**src/rtl/reg_file.sv**
```systemverilog
// reg_file: ARM-style register file, R0..R14 in flops plus r15 (PC+8) passthrough on address 15.
// Latency: reads are combinational (zero cycles); writes land on the rising clk edge.
// Backpressure: none; a write is accepted every cycle that we3 is high and reset is low.
//
// Ports:
//   clk        - write clock (rising edge)
//   reset      - asynchronous, active-high; clears R0..R14 and blocks writes while high
//   we3/wa3/wd3 - write port 3: enable, address, data
//   ra1/ra2    - read addresses for ports 1 and 2
//   r15        - externally supplied PC+8, returned for reads of the all-ones address
//   rd1/rd2    - read data for ports 1 and 2
module reg_file #(
    parameter int WIDTH  = 32,
    parameter int ADDR_W = 4
) (
    input  logic              clk,
    input  logic              reset,
    input  logic              we3,
    input  logic [ADDR_W-1:0] ra1,
    input  logic [ADDR_W-1:0] ra2,
    input  logic [ADDR_W-1:0] wa3,
    input  logic [WIDTH-1:0]  wd3,
    input  logic [WIDTH-1:0]  r15,
    output logic [WIDTH-1:0]  rd1,
    output logic [WIDTH-1:0]  rd2
);

    // The all-ones address is the PC, not storage, so depth is one short of 2^ADDR_W.
    localparam int DEPTH = (1 << ADDR_W) - 1;
    localparam logic [ADDR_W-1:0] PC_ADDR = {ADDR_W{1'b1}};

    logic [WIDTH-1:0] regs_q [DEPTH];
    logic [WIDTH-1:0] regs_d [DEPTH];

    // Writes aimed at the PC address are dropped; the PC is owned by the fetch stage.
    logic wr_en;
    assign wr_en = we3 && (wa3 != PC_ADDR);

    always_comb begin
        for (int i = 0; i < DEPTH; i++) begin
            regs_d[i] = regs_q[i];
        end
        if (wr_en) begin
            regs_d[wa3] = wd3;
        end
    end

    // Reset takes priority over a coincident edge, so no write can slip in while it is high.
    always_ff @(posedge clk or posedge reset) begin
        if (reset) begin
            for (int i = 0; i < DEPTH; i++) begin
                regs_q[i] <= '0;
            end
        end else begin
            for (int i = 0; i < DEPTH; i++) begin
                regs_q[i] <= regs_d[i];
            end
        end
    end

    // No write bypass: a read in the write cycle sees the old contents until the edge.
    always_comb begin
        rd1 = r15;
        if (ra1 != PC_ADDR) begin
            rd1 = regs_q[ra1];
        end
    end

    always_comb begin
        rd2 = r15;
        if (ra2 != PC_ADDR) begin
            rd2 = regs_q[ra2];
        end
    end

endmodule

```
**config.mk**
```make
export PLATFORM = sky130hd
export DESIGN_NAME = reg_file
export DESIGN_NICKNAME = d
export VERILOG_FILES = /design/src/rtl/reg_file.sv
export SDC_FILE = /design/constraint.sdc
export NUM_CORES = 1
export LEC_CHECK = 0
export BUFFER_PORTS_ARGS = -buffer_cell sky130_fd_sc_hd__buf_4
export CORE_AREA = 2 2 230 232
export DETAILED_ROUTE_END_ITERATION = 10
export DIE_AREA = 0 0 232 234
export PLACE_DENSITY = 0.69
export SYNTH_ARGS = -nofsm -noshare
export SYNTH_HDL_FRONTEND = slang
export SYNTH_SLANG_ARGS = --single-unit
```
**constraint.sdc**
```tcl
create_clock -name clk -period 34.7 [get_ports clk]
set_input_delay 1.735 -clock clk [delete_from_list [all_inputs] [get_ports clk]]
set_output_delay 1.735 -clock clk [all_outputs]
set_load 0.02 [all_outputs]
```
[Word level (Yosys, flattened, before mapping)]
Cells that the tools add are included.
Word-level totals
  register bits: 480
  bits of input ports: 79
  output and inout port bits: 64
  logic and storage cells: 38
Cells by class
  $lt $le $gt $ge: 4
  equal/unequal tests: 3
  multiplexer cells: 11
  bitwise logic cells: 3
  reduce and logical (&&, ||, !) cells: 2
Operator list (count)
  bitwise mux 480 bit: 1
  binary-select mux 32 bit (select 4 bit): 2
  two-way mux 32 bit: 7
  demux 32 bit (select 4 bit): 1
  greater-or-equal comparator 5 bit, second input constant: 3
  inverter 4 -> 5 bit: 3
  != test 4 bit, second input constant: 3
  less-than comparator 5 x 1 -> 1 bit, second input constant: 1
  logical AND 1 bit: 2

[Longest topological paths before layout]
  depth in word-level cells: 6
  depth in mapped cells: 8
  gate-level depth less buffers: 4

[Worst setup path before layout]
OpenSTA, ideal clock, no wires.
  path kind: input to output
  start point: input port ra1[0]
  end point: output port rd1[19]
  data arrival time: 3.123 ns
  data required time: 32.965 ns
  setup slack: 29.842 ns
  cell stages on the path: 7
  path buffers: 3
  path through: buf_4 -> buf_6 -> nor2b_1 -> buf_2 -> o2bb2ai_1 -> mux2i_1 -> a31oi_1
On the way
  word-level cells in the longest chain between the ends: 5
  elaborated cells between the ends (all ways): 6
  those cells by class: eq/ne: 1; mux: 4; bitwise: 1
RTL lines
  from (decl): line 19  | input logic [ADDR_W-1:0] ra1,
  inverter 4 -> 5 bit (implied by the code): line 65  | rd1 = regs_q[ra1];
  binary-select mux 32 bit (select 4 bit): line 65
  two-way mux 32 bit (implied by the code) (2 in a row): line 65
  two-way mux 32 bit (*): line 64  | if (ra1 != PC_ADDR) begin
  to (decl): line 24  | output logic [WIDTH-1:0] rd1,
Mark *: on every way between the ends. The rest lies on a longest branch, timed or not. The select of a mux whose other input is x is not followed.

[Final worst setup path]
  start point: input port ra1[1]
  end point: output port rd1[20]
The elaborated chain is that of the path after synthesis.

==> flow_metrics.py <==
metrics = {
    "setup_path": {
        "arrival_ns": 4.96,
        "cp_cell_sequence": "buf_6 -> buf_4 -> buf_4 -> mux4_2 -> nor2_1 -> a211o_1 -> o21ai_0 -> buf_4",
        "cp-end-kind": "primary output",
        "rrSetupSlack_ns": 33.88,
        "r2r-end": "regs_q[341]",
        "worstRegToRegCells": 1,
        "cp_slowest_stage_delay_ns": 0.78,
        "r2r_start": "regs_q[341]",
        "critPathKind": "in -> out",
        "path_common_cell": "buf_4",
        "crit_required_ns": 32.97,
        "crit_fanout": 49,
        "cp-start-kind": "input pin",
        "slowest_stage": "buf_4",
    },
    "final_layout": {
        "area_growth_pct": 11.4,
        "largest_reg_flops": 480,
        "nFillCells": 4123,
        "n_antenna_cell": 0,
        "nets": 1935,
        "layout-drive-gt1-share": 0.495,
        "register_area_sq_um": 12000,
        "multi_input_area_sq_um": 13100,
        "final_common_cell": "dfrtp_1",
        "layout_common_cells": "480 x dfrtp_1, 468 x mux2_2, 202 x mux4_2",
        "largestRegisters": "regs_q: 480 flops",
        "regMostFlops": "regs_q",
    },
    "clocking": {
        "path_clk_slew_ns": 0.05,
        "clk_latency_ns": 0.60,
        "root_buffer": "clkbuf_16",
        "clock-sinks": 480,
        "cts.path.max_buffers": 3,
        "cts_htree_levels": 2,
        "cts_hold_buf": 0,
        "cts_setup_buffers": 0,
        "post_cts_resize_count": 0,
        "numCtsBuffers": 51,
        "tritoncts": "yes",
    },
    "logic_synthesis": {
        "synthMuxAreaShare": 0.421,
        "synth_warnings": 0,
        "yosys_most_used_dff": "dfrtp_1",
        "ys_seq_area_frac": 0.460,
        "synth-edff-count": 0,
        "mappedNetlistArea_sq_um": 26100,
        "synth_fa_ha_area_frac": 0,
        "synth.ff_latch_count": 480,
        "netlist_top_cells_area": "dfrtp_1 46%, mux2_2 20%, mux4_2 17%",
        "avgSynthCellArea_sq_um": 14.4,
        "synth_top_family_by_area": "multiplexers",
        "synth_compound_area_frac": 0.0592,
        "synth_cell_types": 35,
        "synth_nets": 1896,
        "synth_async_sr_flop_share": 1.00,
        "syn_inst": 1817,
        "yosysTopAreaCellShare": 0.460,
        "yosysTopAreaCell": "dfrtp_1",
        "synth-simple-area-share": 0.0205,
        "synth-xor-area-share": 0,
    },
    "flow_run": {
        "max_cap_viol_count": 0,
    },
    "sta": {
        "tightest_slew_ns": 1.03,
        "max_freq_ghz": 0.149,
        "relSlewSlack": 0.316,
        "finalHoldViolations": 0,
        "fin_tns_setup_ns": 0,
        "setup_viol": 0,
        "period_share": 0.193,
        "clock-skew-final_ns": 0,
        "finalCriticalPeriod_ns": 6.70,
        "setup_slack_ns": 28.00,
        "drv_slew": 0,
        "rsz0062_at_grt": "no",
    },
    "place": {
        "hpwl_um": 42600,
        "io_buffers": 142,
        "dp_slack_ns": 28.05,
        "gp_congestion": 0.824,
    },
    "routing": {
        "drt_pass1_iterations": 6,
        "wirelength_um": 75100,
        "num_vias": 17249,
        "via_per_inst": 6.69,
        "drcViolationCount": 0,
        "wl_per_cell_um": 29.1,
        "drt_first_iter_violations": 1674,
        "drtAntennaViolNets": 0,
    },
    "global_routing": {
        "grt_usage": 0.279,
        "grt_pass1_vias": 17503,
        "grt_max_degree": 167,
        "overflow": 0,
        "grt_pass1_wl_um": 113000,
        "antenna_found_initial": 4,
    },
    "floorplanning": {
        "start_util": 0.502,
        "rows": 84,
        "dieArea_sq_um": 54300,
        "chipHeight_um": 234,
        "fp.coreArea_sq_um": 52000,
        "die_width_um": 232,
        "ios": 143,
    },
    "pwr": {
        "peakVddDrop_mv": 0.0363,
        "finalPower_mw": 1.76,
        "p_leak_nw": 12.3,
        "power_density_nw_per_um2": 60.6,
    },
    "outcome": {
        "status": "finished clean",
    },
    "min_path": {
        "holdPathStages": 1,
        "min-delay-path-class": "reg -> reg",
        "whs_endpoint": "regs_q[258]",
        "hold_start": "regs_q[258]",
    },
}
cell families after synthesis:
| logic type | Yosys count |
|---|---|
| buf+inv | 206 |
| simple gates | 118 |
| mux | 784 |
| flops | 480 |
| compound gates | 229 |
per-stage QoR:
stage,util,area [sq um],instances,hold WS (ns)
after floorplan,-,26100,1817,0.470
after global placement,0.527,27400,2491,0.482
after detailed placement,0.527,27400,2491,0.495
after CTS,0.559,29100,2580,0.509
after global routing,0.559,29100,2580,0.526
final,0.559,29100,2580,0.505
worst max-delay path, delay by kind of cell:
family / cells / cell delay [ns]
compound gates: 2 / 0.27
simple gates: 1 / 0.10
mux: 1 / 0.59
buf+inv: 4 / 2.12
worst max-delay path by stage:
stage / start / end / slack (ns) / cells past startpoint
2_1_floorplan: reset / regs_q[0] / 19.57 / 1
3_3_place_gp: ra1[1] / rd1[20] / 28.03 / 8
3_5_place_dp: ra1[1] / rd1[20] / 28.05 / 8
4_1_cts: ra1[1] / rd1[20] / 28.05 / 8
5_1_grt: ra1[1] / rd1[20] / 27.89 / 8
6_report: ra1[1] / rd1[20] / 28.00 / 8
metal layers:
layer / share of wire / global-route usage / wire length, um / vias to the layer above
met5: 0.00081 / 0 / 61 / -
met4: 0.028 / 0.0823 / 2080 / 8
li1: - / - / - / 7076
met3: 0.080 / 0.0581 / 6030 / 133
met1: 0.42 / 0.398 / 31600 / 9282
met2: 0.47 / 0.434 / 35200 / 750
where the power goes:
| group | switching [mW] | leakage (nW) | internal, mW |
|---|---|---|---|
| sequential | 0.0954 | 5.88 | 0.691 |
| clock | 0.227 | 0.793 | 0.312 |
| combinational | 0.179 | 5.61 | 0.255 |
| total | 0.501 | 12.3 | 1.26 |
cell type report:
cell class,count,share of cell area
Timing Repair Buffer,175,0.0462
Tap cell,688,0.0296
Clock buffer,75,0.0516
Sequential cell,480,0.413
Inverter,17,0.00245
Multi-Input combinational cell,1131,0.452
Clock inverter,14,0.00448
synthesized netlist by cell type, drive strengths merged, types with 17 or more instances:
| library cell | n |
|---|---|
| mux2 | 488 |
| a21oi | 17 |
| mux2i | 94 |
| dfrtp | 480 |
| nand2 | 47 |
| clkbuf | 77 |
| o211ai | 32 |
| o21ai | 62 |
| o22ai | 39 |
| nor2 | 40 |
| inv | 17 |
| o221ai | 22 |
| mux4 | 202 |
| buf | 112 |
Power figures use the tool's default switching activity.
